`config.mk`:
```
export PLATFORM = sky130hd
export DESIGN_NAME = motor_pwm_multi_flat
export DESIGN_NICKNAME = d
export VERILOG_FILES = /design/src/rtl/motor_pwm_if.sv /design/src/rtl/motor_pwm_multi.sv /design/src/flat_wrapper.sv
export SDC_FILE = /design/constraint.sdc
export NUM_CORES = 1
export LEC_CHECK = 0
export BUFFER_PORTS_ARGS = -buffer_cell sky130_fd_sc_hd__buf_4
export CAP_MARGIN = 20
export CORE_AREA = 2 2 103 105
export DETAILED_ROUTE_END_ITERATION = 7
export DIE_AREA = 0 0 105 107
export GPL_ROUTABILITY_DRIVEN = 1
export SETUP_SLACK_MARGIN = 0.5
export SYNTH_ARGS = -nofsm -noshare
export SYNTH_HDL_FRONTEND = slang
export SYNTH_SLANG_ARGS = --single-unit
```
`constraint.sdc`:
```
create_clock -name clk -period 3.6 [get_ports clk]
set_clock_uncertainty 0.15 [all_clocks]
set_input_delay 0 -clock clk [delete_from_list [all_inputs] [get_ports clk]]
set_output_delay 0 -clock clk [all_outputs]
set_load 0.01 [all_outputs]
```
`src/rtl/motor_pwm_if.sv`:
```
// motor_pwm_if: command and bridge-pin bundle between the motion controller and the multi-channel PWM driver
interface motor_pwm_if #(
    parameter int NUM_CH = 2,
    parameter int CNT_W  = 14
);
    logic [NUM_CH*CNT_W-1:0] duty_in;
    logic [NUM_CH-1:0]       dir_in;
    logic [NUM_CH-1:0]       brake_in;
    logic                    upd_req;
    logic                    upd_pending;
    logic                    period_start;
    logic [NUM_CH-1:0]       m_a;
    logic [NUM_CH-1:0]       m_b;

    modport master (
        output duty_in, dir_in, brake_in, upd_req,
        input  upd_pending, period_start, m_a, m_b
    );

    modport slave (
        input  duty_in, dir_in, brake_in, upd_req,
        output upd_pending, period_start, m_a, m_b
    );
endinterface

```
`src/rtl/motor_pwm_multi.sv`:
```
// motor_pwm_multi: NUM_CH-channel H-bridge PWM with one shared period counter and double-buffered duty/dir/brake.
// Optional dead time on direction reversal is enabled by defining PWM_DEADTIME_EN.
module motor_pwm_multi #(
    parameter int NUM_CH   = 2,
    parameter int CNT_W    = 14,
    parameter int PERIOD   = 11000,
    parameter int DEAD_CYC = 16
) (
    input logic        clk,
    input logic        rst,
    motor_pwm_if.slave bus
);
    logic [CNT_W-1:0]             cnt;
    logic                         wrap;
    logic                         pending;
    logic [NUM_CH-1:0][CNT_W-1:0] sh_duty;
    logic [NUM_CH-1:0][CNT_W-1:0] act_duty;
    logic [NUM_CH-1:0][CNT_W-1:0] ld_duty;
    logic [NUM_CH-1:0]            sh_dir, sh_brake, act_dir, act_brake;
    logic [NUM_CH-1:0]            ld_dir, ld_brake;
    logic                         ld_en;
    logic [NUM_CH-1:0]            dead;
    logic [NUM_CH-1:0]            a_nxt, b_nxt;

    assign wrap     = cnt == CNT_W'(PERIOD - 1);
    assign ld_en    = wrap & (bus.upd_req | pending);
    assign ld_duty  = bus.upd_req ? bus.duty_in  : sh_duty;
    assign ld_dir   = bus.upd_req ? bus.dir_in   : sh_dir;
    assign ld_brake = bus.upd_req ? bus.brake_in : sh_brake;
    assign bus.upd_pending = pending;

    // free-running period counter, 0..PERIOD-1
    always_ff @(posedge clk or posedge rst) begin
        if (rst) cnt <= '0;
        else     cnt <= wrap ? '0 : cnt + 1'b1;
    end

    // shadow capture and period-boundary transfer into the active set
    always_ff @(posedge clk or posedge rst) begin
        if (rst) begin
            sh_duty   <= '0;
            sh_dir    <= '1;
            sh_brake  <= '0;
            act_duty  <= '0;
            act_dir   <= '1;
            act_brake <= '0;
            pending   <= 1'b0;
        end else begin
            if (bus.upd_req) begin
                sh_duty  <= bus.duty_in;
                sh_dir   <= bus.dir_in;
                sh_brake <= bus.brake_in;
            end
            if (ld_en) begin
                act_duty  <= ld_duty;
                act_dir   <= ld_dir;
                act_brake <= ld_brake;
            end
            pending <= wrap ? 1'b0 : (pending | bus.upd_req);
        end
    end

`ifdef PWM_DEADTIME_EN
    // flag channels whose direction reverses at this boundary; held for the whole period
    always_ff @(posedge clk or posedge rst) begin
        if (rst)       dead <= '0;
        else if (wrap) dead <= ld_en ? (ld_dir ^ act_dir) & ~ld_brake : '0;
    end
`else
    assign dead = '0;
`endif

    // compare and bridge mapping; dead-time window blanks the PWM term only, brake always wins
    always_comb begin
        a_nxt = '0;
        b_nxt = '0;
        for (int i = 0; i < NUM_CH; i++) begin
            logic pwm;
            pwm      = (cnt < act_duty[i]) & ~(dead[i] & (cnt < CNT_W'(DEAD_CYC)));
            a_nxt[i] = act_brake[i] | (act_dir[i] & pwm);
            b_nxt[i] = act_brake[i] | (~act_dir[i] & pwm);
        end
    end

    // registered pins and period marker
    always_ff @(posedge clk or posedge rst) begin
        if (rst) begin
            bus.m_a          <= '0;
            bus.m_b          <= '0;
            bus.period_start <= 1'b0;
        end else begin
            bus.m_a          <= a_nxt;
            bus.m_b          <= b_nxt;
            bus.period_start <= wrap;
        end
    end
endmodule

```
`src/flat_wrapper.sv`:
```
// flat-port wrapper written by rule: the top's interface ports become plain ports
module motor_pwm_multi_flat 
#(
    parameter int NUM_CH   = 2,
    parameter int CNT_W    = 14,
    parameter int PERIOD   = 11000,
    parameter int DEAD_CYC = 16
)
  (clk, rst, bus_duty_in, bus_dir_in, bus_brake_in, bus_upd_req, bus_upd_pending, bus_period_start, bus_m_a, bus_m_b);
  motor_pwm_if #(.NUM_CH(NUM_CH), .CNT_W(CNT_W)) bus_i ();
  input logic clk;
  input logic rst;
  input wire logic [$bits(bus_i.duty_in)-1:0] bus_duty_in;
  input wire logic [$bits(bus_i.dir_in)-1:0] bus_dir_in;
  input wire logic [$bits(bus_i.brake_in)-1:0] bus_brake_in;
  input wire logic [$bits(bus_i.upd_req)-1:0] bus_upd_req;
  output wire logic [$bits(bus_i.upd_pending)-1:0] bus_upd_pending;
  output wire logic [$bits(bus_i.period_start)-1:0] bus_period_start;
  output wire logic [$bits(bus_i.m_a)-1:0] bus_m_a;
  output wire logic [$bits(bus_i.m_b)-1:0] bus_m_b;
  assign bus_i.duty_in = bus_duty_in;
  assign bus_i.dir_in = bus_dir_in;
  assign bus_i.brake_in = bus_brake_in;
  assign bus_i.upd_req = bus_upd_req;
  assign bus_upd_pending = bus_i.upd_pending;
  assign bus_period_start = bus_i.period_start;
  assign bus_m_a = bus_i.m_a;
  assign bus_m_b = bus_i.m_b;
  motor_pwm_multi #(.NUM_CH(NUM_CH), .CNT_W(CNT_W), .PERIOD(PERIOD), .DEAD_CYC(DEAD_CYC)) u_core (.clk(clk), .rst(rst), .bus(bus_i));
endmodule
```
After elaboration in Yosys (flattened, before gate mapping)
Index checks and enable logic that the tools add are counted.
Widths: inputs -> output; s select.
- magnitude comparators: 2
- eq/ne operators: 1
- bitwise logic cells: 12
- $add $sub $neg: 1
- muxes and demuxes: 5
- operator list (cell ; count):
    $lt 14x14->1 ; 2
    $mux 28 ; 1
    $add 14x1->14 const B ; 1
    $eq 14x14->1 const B ; 1
    $mux 14 ; 1
    $and 1x1->1 ; 5
    $or 1x1->1 ; 5
    $mux 2 ; 2
    $not 1->1 ; 2
    $mux 1 ; 1
- register bits: 84
- output and inout bits: 6
- input port bits: 35

Depth between registers and ports, before layout
- word-level depth: 3
- depth in mapped cells: 6
- gate-level depth less buffers: 6

Least setup slack after synthesis
No wires, ideal clock.
- path type: register to register
- start point: register u_core.cnt[10]
- end point: register u_core.act_brake[0]
- path buffers: 1
- data required time: 3.325 ns
- setup slack: 1.469 ns
- setup time: 0.125 ns
- cell stages (with the launch flop): 6
- arrival time: 1.856 ns
- path through: dfrtp_1 or4_4 nor4_4 o21ai_2 buf_6 mux2_4
- longest elaborated chain between the ends: 2
- ends and longest elaborated chain (element ; RTL line ; text):
    start: declaration ; motor_pwm_multi.sv:13 ; logic [CNT_W-1:0] cnt;
    start signal: assignment ; motor_pwm_multi.sv:35 ; else cnt <= wrap ? '0 : cnt + 1'b1;
    $eq 14x14->1 ; motor_pwm_multi.sv:25 ; assign wrap = cnt == CNT_W'(PERIOD - 1);
    $and 1x1->1 ; motor_pwm_multi.sv:26 ; assign ld_en = wrap & (bus.upd_req | pending);
    end signal: assignment ; motor_pwm_multi.sv:57 ; act_brake <= ld_brake;
    end: declaration ; motor_pwm_multi.sv:19 ; logic [NUM_CH-1:0] sh_dir, sh_brake, act_dir, act_brake;
No other way between the ends.
A chain may end at the register's enable or synchronous reset.

Final worst setup path
- start point: register u_core.cnt[10]
- end point: register u_core.act_duty[27] (netlist name)
- longest elaborated chain between the ends: 2
- ends and longest elaborated chain (element ; RTL line ; text):
    $eq 14x14->1 ; motor_pwm_multi.sv:25 ;
    $and 1x1->1 ; motor_pwm_multi.sv:26 ;
    end signal: assignment ; motor_pwm_multi.sv:55 ; act_duty <= ld_duty;
    end: declaration ; motor_pwm_multi.sv:17 ; logic [NUM_CH-1:0][CNT_W-1:0] act_duty;
No other way between the ends.

==> impl_table.tex <==
\begin{tabular}{lr}
\hline
Metric & Value \\
\hline
\multicolumn{2}{l}{\textbf{Drt}} \\
Detailed-route DRC error count & 0 \\
Total number of vias & 2490 \\
M1 WL & 3370 um \\
Final antenna-violating net count & 0 \\
Metal2 WL & 3340 um \\
Uppermost layer routed & met4 \\
First-pass DRT Iterations & 4 \\
Wire length per cell after detailed routing & between 10 and 15 um \\
First DRT Iteration DRCs & 70 \\
Post-Route WL & just over 7000 um \\
Total met3 wirelength after detailed routing & roughly 210 um \\
Average via count per standard cell & approximately 4.8 \\
\multicolumn{2}{l}{\textbf{Floorplanning}} \\
Horiz. Die Dim & between 100 and 150 um \\
Die height & about 110 um \\
Effective utilization at floorplan & around two fifths \\
I/O Pins & just over 40 \\
Die area & approximately 11000 um\^{}2 \\
Core box area & between 10000 and 15000 um\^{}2 \\
Floorplan row count & 37 \\
\multicolumn{2}{l}{\textbf{Power and ir drop}} \\
Final Power & $\sim$1.9 mW \\
Highest ir drop seen on vdd & roughly 0.16 mV \\
Sw Ratio & 20.9\% \\
Leakage & about 2.4 nW \\
Fraction of power consumed by combinational cells & under 10\% \\
Int Power & about 1.5 mW \\
Share of power burned in the clock network & approximately two fifths \\
Share of total power in sequential cells & a little over half \\
Power density over cell area & 373 nW/um\^{}2 \\
Switching power total & about 390 uW \\
\multicolumn{2}{l}{\textbf{Timing}} \\
Part of the cycle the worst path needs & 71.7\% \\
Final hold viol count & 0 \\
RSZ-0062 raised after global routing & no \\
Maximum clock frequency & 388 MHz \\
Relative slew slack & $\sim$43\% \\
Time the worst path needs with I/O delays and setup & 2.58 ns \\
Final setup violation count & 0 \\
Final total negative setup slack & 0 ns \\
Tightest Pin Transition & between 0.8 and 0.9 ns \\
Max-slew violations & 0 \\
\multicolumn{2}{l}{\textbf{Setup path}} \\
Crit path required time & about 3.7 ns \\
Slowest cell on the critical path & sky130\_fd\_sc\_hd\_\_or4\_4 \\
Critical-path maximum fanout & 19 \\
Delay of the slowest critical-path stage & 0.58 ns \\
Crit end category & register \\
CP Class & register to register \\
Arrival time of data at the critical path endpoint & approximately 2.7 ns \\
Worst path cell trace & or4\_4, nor4\_4, o21ai\_4, buf\_4, mux2\_4 \\
Launching element type of the critical path & register \\
Worst setup slack for register-to-register paths & slightly above 1 ns \\
\multicolumn{2}{l}{\textbf{Yosys}} \\
Area contributors post-synth & sky130\_fd\_sc\_hd\_\_dfrtp\_1 50\%, sky130\_fd\_sc\_hd\_\_mux2\_4 11\%, sky130\_fd\_sc\_hd\_\_mux2\_2 9.6\% \\
Post-Syn Area per Cell & 13.2 um\^{}2 \\
Register bit total from synthesis & 84 \\
Synth top area share & 50.4\% \\
Number of distinct standard cells referenced by the synthesized netlist & 28 \\
Synthesized netlist net count & 364 \\
Number of synthesis warnings & 0 \\
Number of flops mapped to enable cells by yosys & 0 \\
Cell taking the most area after synthesis & sky130\_fd\_sc\_hd\_\_dfrtp\_1 \\
Most instantiated flip-flop cell in the synthesis netlist & sky130\_fd\_sc\_hd\_\_dfrtp\_1 \\
Instance count of the mapped netlist & 302 \\
Fraction of registers with async set/reset & between 90\% and 100\% \\
Cell area after technology mapping & between 3000 and 4000 um\^{}2 \\
Sequential fraction of the synthesis area & 53.0\% \\
Leading post-synthesis cells by instance count & 80 x sky130\_fd\_sc\_hd\_\_dfrtp\_1, 34 x sky130\_fd\_sc\_hd\_\_mux2\_2, 30 x sky130\_fd\_sc\_hd\_\_mux2\_4 \\
Most numerous cell in the Yosys netlist & sky130\_fd\_sc\_hd\_\_dfrtp\_1 \\
\multicolumn{2}{l}{\textbf{Clock network}} \\
\# Post-CTS Setup Buffers & 0 \\
Hold Buf Count CTS & 33 \\
Cell at the root of the clock tree & sky130\_fd\_sc\_hd\_\_clkbuf\_8 \\
Depth of the CTS H-tree & 3 \\
Number of buffers inserted during clock tree synthesis & 9 \\
TritonCTS clock tree & built \\
Clock latency on the worst-skew pair & $\sim$0.35 ns \\
Deepest clock path buffer count & 2 \\
Number of clock sinks & 84 \\
PostCTS Resize Cnt & 0 \\
Clock transition time at the flip-flop clock pins of the worst setup and hold paths & roughly 0.080 ns \\
\multicolumn{2}{l}{\textbf{Min path}} \\
Min-delay worst type & input port to register \\
\multicolumn{2}{l}{\textbf{Placement}} \\
Port Buf Inserts & 40 \\
Estimated wirelength of the detail-placed design & between 4000 and 5000 um \\
Last weighted congestion value of the routability-driven placer & approximately 0.79 \\
\multicolumn{2}{l}{\textbf{Layout}} \\
Area added between synthesis and finish & 25.1\% \\
Fillers & about 950 \\
Fraction of layout cells with a size suffix above 1 & between 30\% and 40\% \\
Nets@finish & roughly 440 \\
Antenna Diode Count & 0 \\
\multicolumn{2}{l}{\textbf{Global routing}} \\
Via count of the first global-routing pass & between 2000 and 3000 \\
Antenna violations before repair & 0 \\
Wire length of the first global-routing pass & between 10000 and 15000 um \\
Total routing resource utilization after global routing & between 10\% and 20\% \\
Largest net degree at the start of global routing & 51 \\
Overflow left after global routing & 0 \\
\multicolumn{2}{l}{\textbf{Run}} \\
Max Cap Viol & 0 \\
\multicolumn{2}{l}{\textbf{Status}} \\
Result of the run & complete, no violations \\
\hline
\end{tabular}
-- cell type report --
type	count	area, um^2	share of cell area, %
Sequential cell	84	2110	42.4
Multi-Input combinational cell	182	1720	34.5
Timing Repair Buffer	76	653	13.1
Tap cell	136	170	3.42
Clock buffer	11	141	2.84
Inverter	28	106	2.14
Clock inverter	5	75.1	1.51
-- per-stage QoR --
| step | hold WS (ns) | utilization (%) | setup slack [ns] | area (um^2) | std cells |
|---|---|---|---|---|---|
| floorplan | 0.0155 | - | 1.29 | 3970 | 302 |
| global placement | 0.0509 | 43.8 | 1.11 | 4420 | 473 |
| detailed placement | 0.0555 | 43.8 | 1.02 | 4420 | 473 |
| CTS | 0.0103 | 49.2 | 1.01 | 4970 | 522 |
| global route | 0.0349 | 49.2 | 0.932 | 4970 | 522 |
| finish | 0.00309 | 49.2 | 1.02 | 4970 | 522 |
-- worst paths after layout --
check	endpoint	depth (start not counted)	startpoint
max in group asynchronous	u_core.act_dir[1]$_DFFE_PP1P_	4	rst
min in group asynchronous	u_core.sh_brake[0]$_DFF_PP0_	3	rst
worst max-delay path	u_core.act_duty[27]$_DFFE_PP0P_	5	u_core.cnt[10]$_DFF_PP0_
worst min register to register	u_core.cnt[0]$_DFF_PP0_	1	u_core.cnt[0]$_DFF_PP0_
worst max register to register	u_core.act_duty[27]$_DFFE_PP0P_	5	u_core.cnt[10]$_DFF_PP0_
worst min-delay path	u_core.bus.upd_pending$_DFF_PP0_	3	bus_upd_req
-- metal layers --
| metal | up-vias | track usage (%) |
|---|---|---|
| met5 | - | 0 |
| met4 | 0 | 4.86 |
| met3 | 12 | 3.04 |
| met2 | 32 | 23.0 |
| met1 | 1240 | 18.4 |
| li1 | 1206 | - |
-- power groups by stage --
stage	Clock [mW]	Sequential, mW	Combinational [mW]
finish	0.730	0.988	0.136
global route	0.796	0.991	0.152
CTS	0.754	0.988	0.140
detailed placement	0	1.01	0.112
global placement	0	1.01	0.108
floorplan	0	1.00	0.0662
-- critical path: cells and delay by family, from the launching register on --
| kind | cells | cell delay [ns] |
|---|---|---|
| multiplexers | 1 | 0.34 |
| AND/OR/NAND/NOR | 2 | 0.90 |
| AO/OA/AOI/OAI | 1 | 0.26 |
| flip-flops | 1 | 0.48 |
| buffers and inverters | 1 | 0.32 |
-- sequential cells by signal (all words and copies together), names as in the netlist --
register	flops
u_core.act_duty	28
u_core.bus.upd_pending	1
u_core.sh_duty	28
u_core.sh_dir	2
u_core.bus.m_a	2
u_core.sh_brake	2
u_core.act_dir	2
u_core.act_brake	2
u_core.bus.period_start	1
u_core.cnt	14
u_core.bus.m_b	2
-- logic make-up (layout without fill, tap and decap cells) --
kind of cell	Yosys count	in the layout	synth area share, %
compound gates	23	23	3.68
xor+xnor	12	12	2.64
fa+ha+maj	27	27	8.50
buf+inv	36	120	3.97
flops	84	84	53.0
mux	64	64	21.0
simple gates	56	56	7.21
-- cells in the final DEF, fill, tap and decap left out, types with 6 or more instances in the layout --
cell,netlist,routed
sky130_fd_sc_hd__dfrtp_1,80,80
sky130_fd_sc_hd__buf_4,0,43
sky130_fd_sc_hd__mux2_2,34,34
sky130_fd_sc_hd__dlygate4sd3_1,0,33
sky130_fd_sc_hd__mux2_4,30,30
sky130_fd_sc_hd__inv_1,28,27
sky130_fd_sc_hd__ha_1,27,27
sky130_fd_sc_hd__nor2_1,18,18
sky130_fd_sc_hd__a21oi_1,14,14
sky130_fd_sc_hd__nand2_1,10,10
sky130_fd_sc_hd__clkbuf_8,0,10
sky130_fd_sc_hd__nand4_1,9,9
sky130_fd_sc_hd__xnor2_1,7,7
sky130_fd_sc_hd__nand3_1,6,6
Note: power is estimated with default switching activity, not from simulation.
